`src/rtl/fnd_scan_controller.sv`:
```
// fnd_scan_controller: 4-digit 7-segment scan sequencer with dead-time and leading-zero blanking
module fnd_scan_controller #(
    parameter int ON_CYCLES    = 100000,
    parameter int BLANK_CYCLES = 1000
) (
    input  logic       i_clk,
    input  logic       i_reset,
    input  logic       i_en,
    input  logic [3:0] i_value,
    input  logic [3:0] i_dp,
    input  logic       i_lz_blank,
    output logic [1:0] o_sel,
    output logic [3:0] o_com,
    output logic [7:0] o_seg,
    output logic       o_frame
);
    localparam int MAX_CYCLES = (ON_CYCLES > BLANK_CYCLES) ? ON_CYCLES : BLANK_CYCLES;
    localparam int CW = (MAX_CYCLES > 1) ? $clog2(MAX_CYCLES) : 1;
    localparam logic [CW-1:0] BLANK_LAST = CW'(BLANK_CYCLES - 1);
    localparam logic [CW-1:0] ON_LAST    = CW'(ON_CYCLES - 1);

    typedef enum logic [1:0] {S_OFF, S_BLANK, S_ON} state_t;

    state_t        state_q, state_d;
    logic [CW-1:0] cnt_q, cnt_d;
    logic [1:0]    sel_q, sel_d;
    logic [3:0]    com_q, com_d;
    logic [7:0]    seg_q, seg_d;
    logic          frame_q, frame_d;
    logic          nz_q, nz_d;
    logic [6:0]    glyph;
    logic          nz_now;
    logic          lz_hide;

    assign nz_now  = nz_q | (i_value != 4'd0);
    assign lz_hide = i_lz_blank & (sel_q != 2'd0) & ~nz_now;

    // hex glyph (active-low a..g) for the nibble the position mux returns
    always_comb begin
        case (i_value)
            4'h0: glyph = 7'h40;
            4'h1: glyph = 7'h79;
            4'h2: glyph = 7'h24;
            4'h3: glyph = 7'h30;
            4'h4: glyph = 7'h19;
            4'h5: glyph = 7'h12;
            4'h6: glyph = 7'h02;
            4'h7: glyph = 7'h78;
            4'h8: glyph = 7'h00;
            4'h9: glyph = 7'h10;
            4'hA: glyph = 7'h08;
            4'hB: glyph = 7'h03;
            4'hC: glyph = 7'h46;
            4'hD: glyph = 7'h21;
            4'hE: glyph = 7'h06;
            4'hF: glyph = 7'h0E;
        endcase
    end

    // next-state: dark when disabled, otherwise alternate dead-time and lit phases per digit
    always_comb begin
        state_d = state_q;
        cnt_d   = cnt_q;
        sel_d   = sel_q;
        com_d   = com_q;
        seg_d   = seg_q;
        frame_d = 1'b0;
        nz_d    = nz_q;
        if (!i_en) begin
            state_d = S_OFF;
            cnt_d   = '0;
            sel_d   = 2'd3;
            com_d   = 4'hF;
            seg_d   = 8'hFF;
            nz_d    = 1'b0;
        end else begin
            case (state_q)
                S_OFF: begin
                    state_d = S_BLANK;
                    cnt_d   = '0;
                    sel_d   = 2'd3;
                    frame_d = 1'b1;
                end
                S_BLANK: begin
                    if (cnt_q == BLANK_LAST) begin
                        state_d = S_ON;
                        cnt_d   = '0;
                        com_d   = ~(4'b0001 << sel_q);
                        seg_d   = {~i_dp[sel_q], lz_hide ? 7'h7F : glyph};
                        nz_d    = nz_now;
                    end else begin
                        cnt_d = cnt_q + 1'b1;
                    end
                end
                S_ON: begin
                    if (cnt_q == ON_LAST) begin
                        state_d = S_BLANK;
                        cnt_d   = '0;
                        com_d   = 4'hF;
                        seg_d   = 8'hFF;
                        sel_d   = sel_q - 1'b1;
                        frame_d = (sel_q == 2'd0);
                        nz_d    = nz_q & (sel_q != 2'd0);
                    end else begin
                        cnt_d = cnt_q + 1'b1;
                    end
                end
                default: state_d = S_OFF;
            endcase
        end
    end

    // state and registered outputs, dark immediately on reset
    always_ff @(posedge i_clk or posedge i_reset) begin
        if (i_reset) begin
            state_q <= S_OFF;
            cnt_q   <= '0;
            sel_q   <= 2'd3;
            com_q   <= 4'hF;
            seg_q   <= 8'hFF;
            frame_q <= 1'b0;
            nz_q    <= 1'b0;
        end else begin
            state_q <= state_d;
            cnt_q   <= cnt_d;
            sel_q   <= sel_d;
            com_q   <= com_d;
            seg_q   <= seg_d;
            frame_q <= frame_d;
            nz_q    <= nz_d;
        end
    end

    assign o_sel   = sel_q;
    assign o_com   = com_q;
    assign o_seg   = seg_q;
    assign o_frame = frame_q;
endmodule

```
`config.mk`:
```
export PLATFORM = sky130hd
export DESIGN_NAME = fnd_scan_controller
export DESIGN_NICKNAME = d
export VERILOG_FILES = /design/src/rtl/fnd_scan_controller.sv
export SDC_FILE = /design/constraint.sdc
export NUM_CORES = 1
export LEC_CHECK = 0
export ABC_AREA = 1
export BUFFER_PORTS_ARGS = -buffer_cell sky130_fd_sc_hd__buf_2
export CAP_MARGIN = 20
export CORE_MARGIN = 5
export CORE_UTILIZATION = 40
export CTS_CLUSTER_SIZE = 28
export DETAILED_ROUTE_END_ITERATION = 12
export SETUP_SLACK_MARGIN = 0.02
export SKIP_LAST_GASP = 1
export SLEW_MARGIN = 5
export SYNTH_ARGS = -nofsm -noshare
export SYNTH_HDL_FRONTEND = slang
export SYNTH_SLANG_ARGS = --single-unit
```
`constraint.sdc`:
```
create_clock -name i_clk -period 4.7 [get_ports i_clk]
set_input_delay 0.235 -clock i_clk [delete_from_list [all_inputs] [get_ports i_clk]]
set_output_delay 0.235 -clock i_clk [all_outputs]
set_load 0.02 [all_outputs]
```
After elaboration in Yosys (flattened, before gate mapping)
Memories as Yosys holds them, arrays and structs flattened.
Index checks and enable logic that the tools add are counted.
- reductions and logical operators: 7
- $add $sub $neg: 2
- mux-type cells: 29
- bitwise gates (word level): 7
- eq/ne operators: 9
- order comparisons: 1
- shift-type cells: 1
- operator list (kind ; count):
    17-bit 2-to-1 mux ; 3
    17-bit one-hot mux with 3 select lines ; 1
    8-bit 2-to-1 mux ; 3
    17-bit by 1-bit adder with 17-bit output (second input constant) ; 1
    17-bit by 10-bit == test with 1-bit output (second input constant) ; 1
    17-bit == test (second input constant) ; 1
    8-bit one-hot mux with 2 select lines ; 1
    4-bit 2-to-1 mux ; 3
    2-bit 2-to-1 mux ; 5
    4-bit one-hot mux with 2 select lines ; 1
    7-bit 2-to-1 mux ; 1
    1-bit 2-to-1 mux ; 6
    3-bit by 1-bit inequality test with 1-bit output (second input constant) ; 2
    3-bit inequality test (second input constant) ; 2
    2-bit one-hot mux with 3 select lines ; 1
    2-bit zero test ; 2
    4-bit by 1-bit inequality test with 1-bit output (second input constant) ; 1
    4-bit NOT ; 1
    1-bit one-hot mux with 2 select lines ; 2
    2-bit one-hot mux with 2 select lines ; 1
    2-bit AND reduction ; 2
    4-bit nonzero test ; 1
    1-bit by 2-bit << shifter with 4-bit output (first input constant) ; 1
    1-bit bitwise AND ; 3
    other kinds (9) ; 10
- memories: 1
- bits in read-only memories: 112
- register bits after elaboration: 35
- output and inout bits: 15
- memories (memory ; depth ; bits a word ; read ports ; clocked after Yosys merged registers in ; write ports ; RTL line ; text):
    (name not given) ; 16 ; 7 ; 1 ; 0 ; 0 ; 40 ; case (i_value)

Longest topological paths before layout
Gate-level depths: netlist of the first run.
- depth in word-level cells: 8
- gate-level depth with buffers: 13
- mapped depth without buffers: 12

Worst setup path before layout of the first run
OpenSTA, ideal clock, no wires.
- path type: reg-to-reg
- start point: register state_q[0]
- end point: register cnt_q[4]
- stages on the path, launching flop included: 10
- data arrival time: 1.492 ns
- buffers on the path: 1
- period minus slack after synthesis: 1.618 ns
- setup time: 0.125 ns
- setup slack: 3.082 ns
- cell sequence: dfrtp_1 -> inv_1 -> ha_1 -> nor2_4 -> nand3_4 -> inv_2 -> nor2_1 -> nand2_2 -> buf_6 -> o22ai_1
- longest elaborated chain between the ends: 3
- ends and longest elaborated chain (element ; RTL line ; text):
    start: declaration ; 24 ; state_t state_q, state_d;
    start signal: assignment ; 124 ; state_q <= state_d;
    2-bit == test, or another cell as far along ; 77 ; case (state_q)
    17-bit one-hot mux with 3 select lines ; 77 ;
    17-bit 2-to-1 mux ; 69 ; if (!i_en) begin
    end signal: assignment ; 125 ; cnt_q <= cnt_d;
    end: declaration ; 25 ; logic [CW-1:0] cnt_q, cnt_d;
Several ways; a longest one is shown, not always the timed one.
A chain may end at the register's enable or synchronous reset.

Worst setup path in the final report of the first run
- start point: register state_q[0]
- end point: register cnt_q[2]
The elaborated chain is that of the path after synthesis.

==> key figures, run 1 <==
Worst setup path
  – Critical Path AT: 2.25 ns
  – Critical path endpoint category: register
  – Crit start category: register
  – Crit-path max FO: 25
  – Required @ worst endpoint: between 4 and 5 ns
  – Worst r2r path cells: 8
  – CP Class: reg2reg

STA
  – RSZ-0062 raised after global routing: no
  – Worst hold slack: 0.0358 ns
  – Min Clock Period, post-route: 2.09 ns
  – Final setup vio count: 0
  – F_max: 478 MHz
  – Max Slew Vio Count: 0
  – Period utilization: 0.445
  – Min setup slack post-route: approximately 2.6 ns
  – Fin. Hold Viols: 0
  – Clock skew: 0.0120 ns
  – Post-route setup TNS: 0 ns
  – Slew HR: 0.678
  – Slew @ Worst Pin: 0.482 ns

Synth
  – Largest area contributor in the netlist: dfrtp_1
  – Top cells by area, synth: dfrtp_1, nand2_1, dfstp_2
  – Post-synth top cells: nand2_1, inv_1, nand3_1
  – Share of the synthesized area in the top cell type: 0.223
  – Synth warn: 0
  – Sequential area share after synthesis: 0.380
  – Ys flop type: dfrtp_1
  – Flops & latches, synth: 35
  – Most frequent cell after synthesis: nand2_1
  – Synth Area per Inst: between 7 and 8 sq um
  – Async S/R FF share, synth: 1.00
  – Synth Instances: 324
  – Syn nets: 350
  – Number of enable flip-flop cells after synthesis: 0
  – Mapped cell area: 2350 sq um
  – Synth unique cells: 30

Detailed routing
  – Total Routed Length: 5120 um
  – Drt pass-1 iters: 4
  – DRT antenna net count: 0
  – Routed length per instance: 12.0 um
  – DR iter-0 viols: 139
  – # DRC: 0
  – Vias per cell: between 4 and 5
  – Via count: 2114

CTS
  – Reg clk slew, reported paths: 0.08 ns
  – Root buffer cell: clkbuf_8
  – Inserted Clock Buffers: 5
  – Clock latency on the worst-skew pair: between 0.2 and 0.3 ns
  – Clock sinks: 35
  – Post-CTS Hold Buffers: 0
  – Setup Buffers After CTS: 0
  – CTS tree: yes
  – Maximum clock insertion buffer count: 2
  – CTS H-tree depth: 2
  – Post-cts resize count: 0

Final layout
  – Fin area: 2610 sq um
  – FF+latch area: 893 sq um
  – Layout cells sized above 1: 0.179
  – Filler Cell Count: 623
  – Area grow syn2layout: 11.0%
  – Nets: 377
  – Final core utilization: 0.449
  – # diodes: 0
  – Multi-input gate area: 1260 sq um
  – Final Instance Count excl. Fillers: 427

Power and ir drop
  – Total power: 1.24 mW
  – Power Density: 476 nW/um^2
  – Leakage: 1.29 nW
  – Max VDD drop: ~0.21 mV

GRT
  – Initial antenna violation count: 0
  – Gr usage total: 0.152
  – Congestion Overflow GR: 0
  – First-pass GRT wire length: 9270 um
  – Largest net degree at the start of global routing: 36
  – Vias in the first global route: 2037

Floorplan
  – Die Wd: between 80 and 90 um
  – Top Ports: 27
  – Row cnt: 28
  – Die Area: 7520 sq um
  – Area of the core: 5820 sq um
  – Die height: 86.7 um
  – Starting Density: 0.405

Hold path
  – Hold WC Path Type: in2async

Placed design
  – Number of I/O port buffers: 26
  – DP HPWL: 3860 um
  – Dpl cell area: 2530 sq um
  – RD Place Congestion: 0.862
  – Worst slack, placed: 2.60 ns
  – Inst Count DP: 419

Run
  – Max Cap Violations: 0

Status
  – Status: finished clean
## report_power, final
part           leakage, nW  switching, mW  total [mW]  internal, mW
Combinational        0.803          0.384       0.553         0.170
Sequential           0.436         0.0536       0.478         0.424
Clock               0.0477          0.110       0.212         0.101
## logic make-up (layout without fill, tap and decap cells)
kind of cell / after synthesis / after routing / synth area share
AO/OA/AOI/OAI: 42 / 42 / 0.0936
XOR/XNOR: 5 / 5 / 0.0186
AND/OR/NAND/NOR: 184 / 184 / 0.350
flip-flops: 35 / 35 / 0.380
buffers and inverters: 44 / 72 / 0.0835
adder cells (fa/ha/maj): 14 / 14 / 0.0744
## area by class of cell
cell class | count | area share
Sequential cell | 35 | 0.342
Clock buffer | 5 | 0.0264
Tap cell | 75 | 0.0359
Clock inverter | 3 | 0.00575
Inverter | 37 | 0.0532
Timing Repair Buffer | 27 | 0.0527
Multi-Input combinational cell | 245 | 0.484
## critical path, stage by stage, from the launching register on
cell and delay, ns:
dfrtp_1 0.37, inv_1 0.09, ha_1 0.30, nor2_4 0.24, nand3_4 0.28, inv_2 0.20, nor2_1 0.08, nand2_2 0.27
o21ai_0 0.13
## placed cells by master (no fill, tap or decap), drive strengths merged, types with 3 or more instances in the layout
cell type    n
a21oi       20
buf         27
clkbuf       5
clkinv       4
dfrtp       21
dfstp       14
ha          14
inv         36
nand2      106
nand3       34
nand4        7
nor2        32
nor3         3
o21ai       16
o22ai        4
xor2         4
## flip-flops by register name, indices dropped and copies added, names as in the netlist
register  flops
o_seg         8
o_com         4
o_sel         2
nz_q          1
cnt_q        17
o_frame       1
state_q       2
## per-layer routing
layer	global-route usage	vias up	part of all wire
met5	0	-	0
met4	0.0467	0	0.013
met3	0.0323	8	0.036
met2	0.247	44	0.46
met1	0.203	963	0.49
li1	-	1099	-
## worst paths after layout
check / endpoint / startpoint / slack (ns)
worst max-delay path: cnt_q[2] / state_q[0] / 2.61
worst min-delay path: cnt_q[5] / i_reset / 0.04
worst max register to register: cnt_q[2] / state_q[0] / 2.61
worst min register to register: o_seg[6] / o_seg[6] / 0.47
max in group asynchronous: o_sel[1] / i_reset / 4.31
min in group i_clk: state_q[0] / i_en / 0.33
(Power assumes the default switching activity.)
==> run 2, diff against run 1 <==
==> constraint.sdc (replaced) <==
create_clock -name i_clk -period 1.85 [get_ports i_clk]
set_input_delay 0.0925 -clock i_clk [delete_from_list [all_inputs] [get_ports i_clk]]
set_output_delay 0.0925 -clock i_clk [all_outputs]
set_load 0.02 [all_outputs]
==> run 2 against run 1 <==
  * Global-route usage rose by 0.10 points
  * Via count is 0.19% lower
  * Sequential power grew to 2.5 times the previous value
  * Total power grew to 2.6 times the previous value
  * Final cell count grew 1.9%
  * Cell area up 3.6%
  * Clock-buffer cell count grew 2
  * Clock power increased to 2.6 times the previous value
  * Critical endpoint is now nz_q
  * Largest power group unchanged
==> key figures, run 2 (synthesized netlist as in run 1, its figures left out) <==
Status
  – Status: finished clean

CTS
  – CTS H-tree depth: 2
  – Clock sinks: 35
  – Reg clk slew, reported paths: 0.07 ns
  – Root buffer cell: clkbuf_8
  – Inserted Clock Buffers: 5
  – CTS tree: yes
  – Maximum clock insertion buffer count: 2
  – Clock latency on the worst-skew pair: approximately 0.29 ns

Floorplan
  – Die Wd: 86.7 um
  – Row cnt: 28
  – Starting Density: 0.405
  – Area of the core: 5820 sq um
  – Die height: 86.7 um
  – Die Area: approximately 7500 sq um
  – Top Ports: 27

Final layout
  – Layout cells sized above 1: 0.200
  – Filler Cell Count: 623
  – Most frequent cells in the layout: nand2_1, nand3_1, inv_1
  – # diodes: 0
  – Reg with most FFs: cnt_q
  – Largest register FFs: 17
  – Area grow syn2layout: 14.9%
  – Nets: 385
  – Commonest non-fill, non-tap cell in the layout: nand2_1

GRT
  – Congestion Overflow GR: 0
  – Gr usage total: 0.153
  – Vias in the first global route: 2020
  – First-pass GRT wire length: approximately 9300 um
  – Largest net degree at the start of global routing: 36
  – Initial antenna violation count: 0

Worst setup path
  – Critical path endpoint category: register
  – Crit start category: register
  – Required @ worst endpoint: 2.03 ns
  – CP Class: reg2reg
  – Worst r2r path cells: 12
  – Critical Path AT: ~1.8 ns
  – Crit-path max FO: 16
  – Reg-to-reg setup timing slack: 0.21 ns

Hold path
  – Hold Crit Depth: 3
  – Hold WC Path Type: in2reg

Power and ir drop
  – Combinational share of power: 0.461
  – Share of power burned in registers: 0.372
  – Switching share of power: 0.435
  – Cell Int Power: 1.84 mW
  – Switching pwr: 1.42 mW
  – Clock power frac: 0.167
  – Power Density: 1210 nW/um^2
  – Max VDD drop: 0.709 mV
  – Leakage: 1.33 nW

STA
  – Fin. Hold Viols: 0
  – Period utilization: 0.887
  – RSZ-0062 raised after global routing: no
  – Final setup vio count: 0
  – Worst hold slack: 0.172 ns
  – Min Clock Period, post-route: 1.64 ns
  – Post-route setup TNS: 0 ns
  – Slew @ Worst Pin: around 0.46 ns
  – Max Slew Vio Count: 0
  – F_max: 609 MHz
  – Clock skew: 0.00906 ns
  – Slew HR: 0.696

Detailed routing
  – Drt pass-1 iters: 4
  – DR iter-0 viols: 87
  – Vias per cell: approximately 4.9
  – Total Routed Length: 5210 um
  – # DRC: 0
  – Via count: 2110
  – Routed length per instance: 12.0 um
  – DRT antenna net count: 0

Placed design
  – RD Place Congestion: 0.859
  – Number of I/O port buffers: 26
  – DP HPWL: 3860 um

Run
  – Max Cap Violations: 0
run 2: cell types whose count changed in the layout (fill, tap and decap cells not counted), sizes merged:
cell and change:
buf +7, clkbuf +2, clkinv -2, dlygate4sd3 +1
run 2: power groups by stage:
| stage | clock (mW) | sequential, mW | combinational [mW] |
|---|---|---|---|
| after floorplan | 0 | 1.42 | 0.898 |
| after global placement | 0 | 1.23 | 1.43 |
| after detailed placement | 0 | 1.23 | 1.44 |
| after CTS | 0.565 | 1.22 | 1.44 |
| after global routing | 0.596 | 1.24 | 1.71 |
| final | 0.544 | 1.21 | 1.51 |
run 2: worst max-delay path, cell delays in order (launching register included):
cell     delay, ns
dfrtp_1       0.38
ha_2          0.19
nand2_1       0.06
inv_2         0.08
nand2_2       0.07
nor2_2        0.12
nand2_1       0.08
nand2_2       0.10
nand2_4       0.10
nand2_8       0.13
nand2_8       0.10
nand2_1       0.08
nand2_1       0.04
run 2: final timing paths:
path                           from         end
max                        cnt_q[0]        nz_q
min                            i_en  state_q[0]
max reg2reg                cnt_q[0]        nz_q
min reg2reg                o_seg[0]    o_seg[0]
max in group asynchronous   i_reset    o_sel[1]
min in group asynchronous   i_reset    cnt_q[9]
run 2: per-layer routing:
layer	part of all wire	GRT usage	up-vias	wire length [um]
met2	0.47	0.251	29	2460
met3	0.032	0.0333	6	165
met1	0.48	0.201	963	2510
met5	0	0	-	0
met4	0.014	0.0467	0	72
li1	-	-	1112	-
run 2: area by class of cell:
type | count | area (sq um) | area share
clock buffer | 7 | 76.3 | 0.0282
clock inverter | 1 | 5.00 | 0.00185
inverter | 37 | 139 | 0.0513
multi-input combinational | 245 | 1280 | 0.475
sequential | 35 | 893 | 0.330
tap | 75 | 93.8 | 0.0347
timing repair buffer | 35 | 213 | 0.0786
run 2: repair_timing:
action | CTS | global route
endpoints found under the setup margin | 0 | 29
hold buffers | 1 | 0
gates resized for setup | 0 | 9
hold endpoints to repair | 21 | 0
setup buffers | 0 | 2
run 2: stage by stage:
stage           util  total power, mW  instances  instance area, sq um  worst slack, ns
2_1_floorplan      -             2.32        324                  2350            0.232
3_3_place_gp   0.441             2.66        424                  2560           0.0782
3_5_place_dp   0.441             2.67        424                  2560            0.101
4_1_cts        0.457             3.22        433                  2660           0.0858
5_1_grt        0.465             3.55        435                  2710           0.0163
6_report       0.465             3.26        435                  2710            0.209
==> run 3, diff against run 2 <==
--- a/config.mk
+++ b/config.mk
@@ -5,7 +5,7 @@
 export SDC_FILE = /design/constraint.sdc
 export NUM_CORES = 1
 export LEC_CHECK = 0
-export ABC_AREA = 1
+export ABC_AREA = 0
 export BUFFER_PORTS_ARGS = -buffer_cell sky130_fd_sc_hd__buf_2
 export CAP_MARGIN = 20
 export CORE_MARGIN = 5
==> run 3 against run 2 <==
  * The flow now finishes with violations (negative setup slack)
  * Critical path depth down 5
  * First-iteration DRC count down 68%
  * Routed wire length up 2.6%
  * Critical path type unchanged
  * Total power down 50%
  * Register-to-register slack worse by 0.38 ns
  * Non-clock buffer count up 33
  * Core utilization up 8.0 points
  * Clock skew down 0.0020 ns
  * Largest cell class unchanged
==> key figures, run 3 <==
GRT
  – Congestion Overflow GR: 0
  – First-pass GRT wire length: 9140 um
  – Largest net degree at the start of global routing: 36
  – Gr usage total: 0.153
  – Initial antenna violation count: 0
  – Vias in the first global route: 1907

Detailed routing
  – Routed length per instance: about 15 um
  – Drt pass-1 iters: 4
  – Via count: approximately 1900
  – DR iter-0 viols: 28
  – Total Routed Length: between 5000 and 6000 um
  – DRT antenna net count: 0
  – # DRC: 0
  – Vias per cell: just over 5

Floorplan
  – Die Wd: 85.6 um
  – Starting Density: 0.413
  – Die height: 85.6 um
  – Area of the core: 5540 sq um
  – Row cnt: 27
  – Die Area: ~7300 sq um
  – Top Ports: 27

CTS
  – CTS tree: yes
  – Reg clk slew, reported paths: 0.08 ns
  – Root buffer cell: clkbuf_8
  – Maximum clock insertion buffer count: 2
  – CTS H-tree depth: 2
  – Clock sinks: 35
  – Inserted Clock Buffers: 5
  – Clock latency on the worst-skew pair: 0.29 ns

Synth
  – Post-synth top cells: nor2_1, nand2_1, dfrtp_1
  – Synth Area per Inst: 10.3 sq um
  – Sequential area share after synthesis: 0.391
  – Syn nets: between 200 and 250
  – Most frequent cell after synthesis: nor2_1
  – Mapped cell area: roughly 2300 sq um
  – Async S/R FF share, synth: 1.00
  – Flops & latches, synth: 35
  – Synth Instances: 223
  – Synth unique cells: 55
  – Share of the synthesized area in the top cell type: 0.230
  – Largest area contributor in the netlist: dfrtp_1
  – Ys flop type: dfrtp_1
  – Top cells by area, synth: dfrtp_1, dfstp_2, ha_1
  – Number of enable flip-flop cells after synthesis: 0
  – Synth warn: 0

STA
  – Min setup slack post-route: -0.170 ns
  – RSZ-0062 raised after global routing: yes
  – Fin. Hold Viols: 0
  – Clock skew: about 0.007 ns
  – F_max: 495 MHz
  – Slew HR: 0.692
  – Min Clock Period, post-route: about 2.0 ns
  – Slew @ Worst Pin: 0.462 ns
  – Final setup vio count: 30
  – Max Slew Vio Count: 0
  – Period utilization: 1.09

Worst setup path
  – Required @ worst endpoint: 2.03 ns
  – Crit-path max FO: 12
  – Critical path endpoint category: register
  – Crit start category: register
  – Critical Path AT: 2.20 ns
  – CP Class: reg2reg

Final layout
  – Largest register FFs: 17
  – # diodes: 0
  – Nets: 316
  – Commonest non-fill, non-tap cell in the layout: buf_4
  – Reg with most FFs: cnt_q
  – Area grow syn2layout: 32.0%
  – Final core utilization: 0.545
  – Most frequent cells in the layout: buf_4, buf_2, nand2_1
  – Layout cells sized above 1: 0.467

Power and ir drop
  – Total power: between 1.5 and 2 mW
  – Max VDD drop: 0.234 mV
  – Power Density: 544 nW/um^2
  – Leakage: 1.33 nW

Placed design
  – Worst slack, placed: -0.160 ns
  – RD Place Congestion: 0.822
  – DP HPWL: 3870 um
  – Number of I/O port buffers: 26

Status
  – Status: finished, violations left
  – Failing checks: negative setup slack

Hold path
  – Hold WC Path Type: in2reg

Run
  – Max Cap Violations: 0
==> run 3: cells by family (layout without fill, tap and decap cells) <==
kind of cell / count (synthesis) / count (layout) / synth area share
compound gates: 40 / 40 / 0.154
xor+xnor: 12 / 12 / 0.0460
simple gates: 92 / 92 / 0.222
mux: 8 / 8 / 0.0476
buf+inv: 22 / 90 / 0.0629
fa+ha+maj: 14 / 14 / 0.0766
flops: 35 / 35 / 0.391
==> run 3: critical path, stage by stage, from the launching register on <==
cell and delay (ns):
dfrtp_1 0.42, or4_4 0.54, nor4_4 0.25, buf_4 0.19, a21oi_4 0.08, nor3_2 0.20, buf_6 0.17, nor2_1 0.06
==> run 3: repair_timing <==
action | 4_1_cts | 5_1_grt
setup endpoints to repair | 34 | 35
endpoints found under the hold margin | 21 | 0
hold buffers | 1 | 0
resized for setup | 5 | 18
setup buffers | 3 | 3
pin swaps | 4 | 9
==> run 3: path summary, 6_finish.rpt <==
kind / start / endpoint / slack [ns] / depth (start not counted)
worst max-delay path: cnt_q[4] / cnt_q[9] / -0.17 / 7
worst min-delay path: i_en / o_sel[1] / 0.13 / 2
worst max register to register: cnt_q[4] / cnt_q[9] / -0.17 / 7
worst min register to register: o_com[3] / o_com[3] / 0.51 / 1
max in group asynchronous: i_reset / o_seg[3] / 1.04 / 4
min in group asynchronous: i_reset / cnt_q[13] / 0.46 / 4
==> run 3: per-stage QoR <==
stage | cells | cell area [sq um] | hold WS [ns] | TNS (ns)
floorplan | 223 | 2400 | 0.236 | -0.832
global placement | 348 | 2790 | 0.222 | -2.34
detailed placement | 348 | 2790 | 0.229 | -4.26
CTS | 360 | 2930 | 0.111 | -3.60
global route | 363 | 3020 | 0.137 | -7.41
finish | 363 | 3020 | 0.128 | -3.61
==> run 3: metal layers <==
metal | share of wire | vias up | track usage | wire, um
met3 | 0.031 | 17 | 0.0259 | 166
met5 | 0 | - | 0 | 0
met2 | 0.49 | 33 | 0.261 | 2640
met1 | 0.45 | 874 | 0.193 | 2390
li1 | - | 926 | - | -
met4 | 0.029 | 0 | 0.0619 | 157
==> run 3: area by class of cell <==
cell class                 instances  area, sq um
fill                             504         2520
multi-input combinational        166         1420
sequential                        35          893
timing repair buffer              68          483
tap                               72         90.1
clock buffer                       7         76.3
inverter                          14         52.6
clock inverter                     1         5.00
==> run 3: where the power goes <==
part | leakage [nW] | internal, mW | total, mW | switching [mW]
combinational | 0.847 | 0.127 | 0.298 | 0.171
sequential | 0.438 | 0.778 | 0.788 | 0.0107
clock | 0.0422 | 0.265 | 0.555 | 0.291
total | 1.33 | 1.17 | 1.64 | 0.472
